File: src/rtl/imem_loader.sv
// Byte-serial instruction memory loader: assembles framed host bytes into
// 25-bit words, writes them from address 0 and holds the CPU until a good checksum.
module imem_loader #(
  parameter int ADDR_W = 8,
  parameter int INST_W = 25
) (
  input  logic              clk,
  input  logic              Reset,
  input  logic              Start,
  input  logic [7:0]        ByteIn,
  input  logic              ByteValid,
  output logic              ByteReady,
  output logic              ImemWrite,
  output logic [ADDR_W-1:0] ImemAddress,
  output logic [INST_W-1:0] ImemDatain,
  output logic              CpuHold,
  output logic              Busy,
  output logic              Done,
  output logic              Error,
  output logic [1:0]        ErrCode
);

  typedef enum logic [2:0] {
    IDLE,
    COUNT,
    PAYLOAD,
    WRITE,
    CHECK,
    ERROR
  } state_t;

  state_t      state, nextState;
  logic [7:0]  countN;
  logic [7:0]  wordCnt;
  logic [7:0]  checksum;
  logic [1:0]  byteIdx;
  logic        accept;
  logic        lastWord;
  logic        badPad;

  assign accept   = ByteValid && ByteReady;
  assign lastWord = (wordCnt == countN);
  assign badPad   = (byteIdx == 2'd0) && (ByteIn[7:1] != '0);

  always_comb begin
    nextState = state;
    ByteReady = 1'b0;
    ImemWrite = 1'b0;
    case (state)
      IDLE, ERROR: begin
        if (Start) nextState = COUNT;
      end
      COUNT: begin
        ByteReady = 1'b1;
        if (ByteValid) nextState = PAYLOAD;
      end
      PAYLOAD: begin
        ByteReady = 1'b1;
        if (ByteValid) begin
          if (badPad)                 nextState = ERROR;
          else if (byteIdx == 2'd3)   nextState = WRITE;
        end
      end
      WRITE: begin
        ImemWrite = 1'b1;
        nextState = lastWord ? CHECK : PAYLOAD;
      end
      CHECK: begin
        ByteReady = 1'b1;
        if (ByteValid) nextState = (ByteIn == checksum) ? IDLE : ERROR;
      end
      default: nextState = IDLE;
    endcase
  end

  always_ff @(posedge clk or negedge Reset) begin
    if (!Reset) begin
      state       <= IDLE;
      countN      <= '0;
      wordCnt     <= '0;
      checksum    <= '0;
      byteIdx     <= '0;
      ImemAddress <= '0;
      ImemDatain  <= '0;
      CpuHold     <= 1'b0;
      Busy        <= 1'b0;
      Done        <= 1'b0;
      Error       <= 1'b0;
      ErrCode     <= '0;
    end else begin
      state <= nextState;
      case (state)
        IDLE, ERROR: begin
          if (Start) begin
            CpuHold     <= 1'b1;
            Busy        <= 1'b1;
            Done        <= 1'b0;
            Error       <= 1'b0;
            ErrCode     <= '0;
            ImemAddress <= '0;
            wordCnt     <= '0;
            checksum    <= '0;
            byteIdx     <= '0;
          end
        end
        COUNT: begin
          if (accept) begin
            countN   <= ByteIn;
            checksum <= checksum ^ ByteIn;
          end
        end
        PAYLOAD: begin
          if (accept) begin
            checksum   <= checksum ^ ByteIn;
            // MSB-first shift; byte0 bits [7:1] fall off the top after four bytes
            ImemDatain <= {ImemDatain[INST_W-9:0], ByteIn};
            byteIdx    <= byteIdx + 2'd1;
            if (badPad) begin
              Error   <= 1'b1;
              Busy    <= 1'b0;
              ErrCode <= 2'b01;
            end
          end
        end
        WRITE: begin
          if (!lastWord) begin
            ImemAddress <= ImemAddress + ADDR_W'(1);
            wordCnt     <= wordCnt + 8'd1;
            byteIdx     <= '0;
          end
        end
        CHECK: begin
          if (accept) begin
            Busy <= 1'b0;
            if (ByteIn == checksum) begin
              Done    <= 1'b1;
              CpuHold <= 1'b0;
            end else begin
              Error   <= 1'b1;
              ErrCode <= 2'b10;
            end
          end
        end
        default: ;
      endcase
    end
  end

endmodule

File: config.mk
export PLATFORM = sky130hd
export DESIGN_NAME = imem_loader
export DESIGN_NICKNAME = d
export VERILOG_FILES = /design/src/rtl/imem_loader.sv
export SDC_FILE = /design/constraint.sdc
export NUM_CORES = 1
export LEC_CHECK = 0
export CAP_MARGIN = 30
export CORE_MARGIN = 8
export CORE_UTILIZATION = 40
export CTS_CLUSTER_SIZE = 12
export DETAILED_ROUTE_END_ITERATION = 8
export GPL_TIMING_DRIVEN = 0
export PLACE_DENSITY = 0.63
export SLEW_MARGIN = 20
export SYNTH_ARGS = -nofsm -noshare
export SYNTH_HDL_FRONTEND = slang
export SYNTH_SLANG_ARGS = --single-unit
File: constraint.sdc
create_clock -name clk -period 2.8 [get_ports clk]
set_input_delay 0.56 -clock clk [delete_from_list [all_inputs] [get_ports clk]]
set_output_delay 0.56 -clock clk [all_outputs]
set_load 0.05 [all_outputs]
==> metrics.md <==
| Metric | Value |
|---|---|
| H-tree Lvls | 3 |
| R2r endpoint | ImemDatain[21] |
| Routed wire length | between 7000 and 8000 um |
| Ranking of synthesized cells by area | dfrtp_1, nand2_1, mux2_2 |
| CP Capture Type | output port |
| Initial antenna violation count | 0 |
| Initial core utilization | around 40% |
| Vias in the first global route | 2,757 |
| Postcts setup bufs | 0 |
| Diodes inserted | 0 |
| Pwr Density | 1080 nW/um^2 |
| Clk root buf | clkbuf_8 |
| Final RePlAce weighted congestion | 0.845 |
| Post-route setup slack | ~0.12 ns |
| # rows | 33 |
| Antenna-violating nets left | 0 |
| Gr ovfl total | 0 |
| Main combinational cell family by area after synthesis | simple AND/OR/NAND/NOR gates |
| Simple-gate share of the synthesized area | 25.4% |
| Leakage | between 1.5 and 2 nW |
| Largest net degree at the start of global routing | 39 |
| Adder-Cell Fraction of Synth Area | 1.48% |
| Rel. slew slack | 65.0% |
| Finish-stage setup viols | 0 |
| Fraction of layout cells with a size suffix above 1 | 13.7% |
| Top FF cell, synth | dfrtp_1 |
| First-pass GRT wire length | 13,400 um |
| Fill cells | 779 |
| Minimum clock period | between 2 and 3 ns |
| Commonest non-fill, non-tap cell in the layout | nand2_1 |
| Hold Fails Final Rpt | 0 |
| Cells after Synth | 343 |
| Post-Synthesis Net Count | 359 |
| Seq cells post-synth | 68 |
| Synth async-reset ratio | 100% |
| Sequential share of the synthesized area | about 50% |
| Clock sink total | 68 |
| R2r worst-path depth | 6 |
| Die area | 11,700 um^2 |
| Post-synth EDFFs | 0 |
| Post-Syn Area | 3390 um^2 |
| Top cell type's share of synthesized area | 50.2% |
| Area growth, synth to finish | 24.8% |
| Chip width | 108 um |
| Clock slew seen by the registers of the worst setup and hold paths | ~0.070 ns |
| Commonest non-fill, non-tap cells in the layout | nand2_1, dfrtp_1, clkdlybuf4s50_1 |
| Critical path arrival | 2.12 ns |
| Clk buf depth | 2 |
| Max_cap viols | 0 |
| DR vias/cell | 5.18 |
| TritonCTS Buffers | 9 |
| DRT Pass-1 Iters | 4 |
| Die height | 108 um |
| Final HPWL DP | approximately 5800 um |
| Most Crowded Layer GR | met2 |
| Post-synthesis area per instance | 9.87 um^2 |
| GRT Total Usage | between 10 and 15% |
| CTS tree | done |
| Total core area | 8220 um^2 |
| Fin crit share | 95.6% |
| Synth Area in Compound Gates | between 10% and 20% |
| Max-slew violations | 0 |
| Post-synthesis mux area share | 4.58% |
| CP Class | reg -> out |
| Hold_buf cts | 0 |
| Layout Nets | 424 |
| DR vias | 2,669 |
| Drt wl/cell | 15.3 um |
| CP Max Fanout | 12 |
| Fin Setup TNS | 0 ns |
| RR Startpoint | state[0] |
| Ports | 53 |
| Required time worst endpoint | 2.24 ns |
| Setup slack, reg-to-reg | approximately 0.53 ns |
| Core Util, Final | about 50% |
| Area leader, netlist | dfrtp_1 |
| DRC | 0 |
| Grt met1 use | 18.5% |
| Fmax | 373 MHz |
| DP Worst Slack | -0.162 ns |
| Skew final | 0.0121 ns |
| Worst skew pair latency | 0.32 ns |
| Distinct cells, synth | 51 |
| RSZ-0062 raised after global routing | no |
| Status | finished clean |
| Fin Hold WS | 0.168 ns |
| Kind of start point of the critical path | register |
| Slew @ Worst Pin | 0.522 ns |
| Met3 Track Usage GR | 3.03% |
| Synth warnings | 0 |
| 1st-iter DRT viols | around 140 |
| Worst hold path class | in -> async |
| Resized cells post-CTS | 4 |
| XOR/XNOR share of the synthesized area | 2.59% |
| # port buffers | 52 |
| VDD IR-drop max | slightly above 0.0005 V |
| GR Util met2 | 22.4% |
[report_power, final]
part	total [W]	internal (W)	switching [W]
logic	0.00234	0.000852	0.00149
registers	0.00153	0.00130	0.000230
clock network	0.000693	0.000354	0.000339
total	0.00457	0.00251	0.00206
[logic make-up after synthesis]
| family | Yosys count |
|---|---|
| buffers and inverters | 25 |
| xor gates and xnor gates | 10 |
| AOI/OAI and AO/OA | 57 |
| and+or+nand+nor | 165 |
| DFF | 68 |
| muxes | 14 |
| adders and majority gates | 4 |
[registers in the layout, summed over array words and instances, names as in the netlist]
signal	flops
ImemDatain	25
wordCnt	8
Error	1
Busy	1
CpuHold	1
byteIdx	2
countN	8
state	3
ErrCode	2
ImemAddress	8
Done	1
checksum	8
[synthesized netlist by cell type, drive strengths merged (2+ instances only)]
library cell and number:
nor2 9, or4 3, nor4b 2, a21o 2, nand4 4, nor3b 4
o21ai 12, a2bb2oi 2, nand2 88, or2 4, ha 4, a31oi 2
a22o 2, mux2 12, and3 8, xor2 2, or3b 2, inv 10
or2b 14, xnor2 8, a221o 2, mux2i 2, buf 6, o2111ai 2
nor4 11, nand3 7, o31ai 2, and2 3, dfrtp 68, a211o 10
a21oi 7, o2bb2ai 8, clkbuf 9, nand2b 3
[metal layers]
metal | part of all wire, % | vias to the layer above
li1 | - | 1333
met1 | 47 | 1265
met2 | 46 | 69
met3 | 6.5 | 2
met4 | 0.58 | 0
met5 | 0 | -
[worst max-delay path, stage by stage (launching register included)]
cell and delay, ns:
dfrtp_1 0.36, buf_2 0.17, or3_1 0.36, buf_2 0.19, inv_1 0.28, clkdlybuf4s15_2 0.43
[worst max path at each step]
| stage | startpoint | end | slack [ns] | cells after the start |
|---|---|---|---|---|
| after global routing | state[2] | ImemWrite | 0.02 | 5 |
| final | state[2] | ImemWrite | 0.12 | 5 |
| after detailed placement | state[2] | ImemWrite | -0.16 | 6 |
| after CTS | state[2] | ImemWrite | 0.09 | 5 |
| after global placement | Reset | ImemAddress[5] | -1.24 | 1 |
| after floorplan | state[2] | ImemWrite | 0.58 | 5 |
[area by class of cell]
type / count / area (um^2) / area share, %
buffer: 14 / 61.3 / 1.45
sequential: 68 / 1700 / 40.3
inverter: 10 / 37.5 / 0.888
tap: 105 / 131 / 3.11
clock buffer: 11 / 151 / 3.58
timing repair buffer: 55 / 548 / 13.0
multi-input combinational: 250 / 1580 / 37.4
clock inverter: 2 / 12.5 / 0.296
[stage by stage]
step | instances | power (W) | cell area [um^2]
6_report | 515 | 0.00457 | 4230
5_1_grt | 515 | 0.00487 | 4230
4_1_cts | 513 | 0.00460 | 4220
3_5_place_dp | 501 | 0.00392 | 4060
3_3_place_gp | 500 | 0.00388 | 4040
2_1_floorplan | 343 | 0.00318 | 3390
(Power assumes the default switching activity.)
==> edit, RTL diff (same flow settings) <==
The parameter `INST_W` goes from 25 to 50.
--- a/src/rtl/imem_loader.sv
+++ b/src/rtl/imem_loader.sv
@@ -2,7 +2,7 @@
 // 25-bit words, writes them from address 0 and holds the CPU until a good checksum.
 module imem_loader #(
   parameter int ADDR_W = 8,
-  parameter int INST_W = 25
+  parameter int INST_W = 50
 ) (
   input  logic              clk,
   input  logic              Reset,
Ports: changed (resized ImemDatain); port bits go from 53 to 78. No check against the original RTL was run, so the function may have changed too.
==> edit against the unedited design <==
Sequential share of layout area increased by 2.5 points; synthesized area grew 26%; power rose by 44%; sequential cell count is 25 higher; routed wire length increased by 32%; hold slack got worse by 140 ps; maximum frequency is 1.7% higher; non-clock buffer count up 29; core utilization grew 1.1 points; design area is 29% higher; critical path depth unchanged; worst setup slack improved by 46 ps; critical path type unchanged; largest cell class unchanged; largest power group unchanged.
==> edit: results (changes against the unedited design) <==
Route
  • Drt via density: 5.08 (was 5.18)
  • M1 wire length: 4.77 mm (was 3.74 mm)
  • Met2 WL: 4.86 mm (was 3.60 mm)
  • DR vias: 3474 (was 2669)

Power and ir drop
  • Net Switching: 3220 uW (was 2060 uW)
  • Peak VDD IR: 0.586 mV (was 0.520 mV)

Clock tree
  • Worst skew pair latency: 360 ps (was 320 ps)
  • Clk slew on worst S/H paths: 110 ps (was 70 ps)

Cells and area
  • Layout Nets: 559 (was 424)
  • Filler Cells Inserted: 991 (was 779)

Placement
  • Half-perimeter wire length after placement: 7.66 mm (was 5.76 mm)
  • # placed instances: 668 (was 501)
  • Port Buf Inserts: 77 (was 52)
  • Setup WS pre-CTS: -26.1 ps (was -162 ps)

Worst setup path
  • CP max FO: 10 (was 12)
  • Crit-path max cell delay: 540 ps (was 430 ps)
  • Slowest-stage cell, CP: dlygate4sd1_1 (was clkdlybuf4s15_2)

Synth
  • Syn Area/Cell: 9.43 sq um (was 9.87 sq um)
  • Seq/Total Area, Yosys: 0.544 (was 0.502)
  • Syn nets: 470 (was 359)
  • Post-synth cell types: 46 (was 51)
  • Commonest cells in the netlist: nand2_1, dfrtp_1, a21oi_1, o21ai_0, xor2_1 (was nand2_1, dfrtp_1, mux2_2)
  • Synth area leaders: dfrtp_1, nand2_1, xor2_1, mux2_2, a21oi_1 (was dfrtp_1, nand2_1, mux2_2, a211o_1, or2b_2)

STA
  • Max Clock Skew: 13.0 ps (was 12.1 ps)
  • Actual slew at the worst max-slew pin: 663 ps (was 522 ps)

GRT
  • Largest net degree at the start of global routing: 72 (was 39)
  • First-pass GRT wire length: 17.3 mm (was 13.4 mm)
  • Gr usage total: 0.148 (was 0.142)
  • Vias in the first global route: 3363 (was 2757)

Status
  • Run status: finished clean (unchanged)
[edit: changes by cell type in the layout (fill, tap and decap cells not counted), sizes merged, moves of 10 or more]
cell,before,now
inv,10,20
a21oi,7,17
dfrtp,68,93
clkdlybuf4s50,49,74
a211o,10,0
or2b,14,0
nand2,88,165
xor2,2,17
[edit: final timing paths]
kind	slack, ps	startpoint	depth (start not counted)	end
worst max-delay path	170	state[2]	5	ByteReady
worst min-delay path	20	Reset	1	ImemDatain[34]
worst max register to register	690	state[0]	6	ErrCode[0]
worst min register to register	480	ImemDatain[42]	2	ImemDatain[42]
max in group asynchronous	2160	Reset	2	ImemDatain[37]
min in group clk	480	ImemDatain[42]	2	ImemDatain[42]
[edit: layer usage]
| metal | up-vias | track usage |
|---|---|---|
| met5 | - | 0 |
| met4 | 0 | 0.0515 |
| met3 | 15 | 0.0321 |
| met2 | 91 | 0.234 |
| met1 | 1677 | 0.197 |
| li1 | 1691 | - |
[edit: cell type report]
cell class | count | area share
flip-flops and latches | 93 | 0.427
multi-input cells | 327 | 0.330
repair buffers | 78 | 0.147
well taps | 136 | 0.0312
clock buffers | 9 | 0.0227
plain buffers | 20 | 0.0175
clock inverters | 7 | 0.0131
inverters | 14 | 0.0106
[edit: cells by family after synthesis]
family / Yosys count / synth area share
and+or+nand+nor: 217 / 0.222
DFF: 93 / 0.544
AOI/OAI and AO/OA: 75 / 0.116
buffers and inverters: 34 / 0.0357
xor gates and xnor gates: 17 / 0.0348
muxes: 14 / 0.0360
adders and majority gates: 4 / 0.0117
[edit: repair_timing]
item,in CTS,in global routing
gates resized for setup,1,3
pin swaps,0,0
endpoints found under the setup margin,1,2
setup buffers,0,0
[edit: worst register-to-register path, stage by stage (launching register included)]
cell     delay, ps
dfrtp_1        440
buf_2          220
nor3b_4        330
nand2_1        280
a22oi_2        320
o21ai_2        110
mux2_1         320
[edit: per-stage QoR]
step	cell area, sq um	TNS (ps)
2_1_floorplan	4280	0
5_1_grt	5450	0
3_5_place_dp	5250	-26.1
4_1_cts	5440	0
6_report	5450	0
3_3_place_gp	5220	-219540
[edit: power groups by stage]
stage	registers, uW	logic (uW)	clock network [uW]
detailed placement	2290	3460	0
finish	2260	3410	906
global placement	2270	3400	0
floorplan	3300	1270	0
CTS	2260	3450	928
global route	2330	3670	985
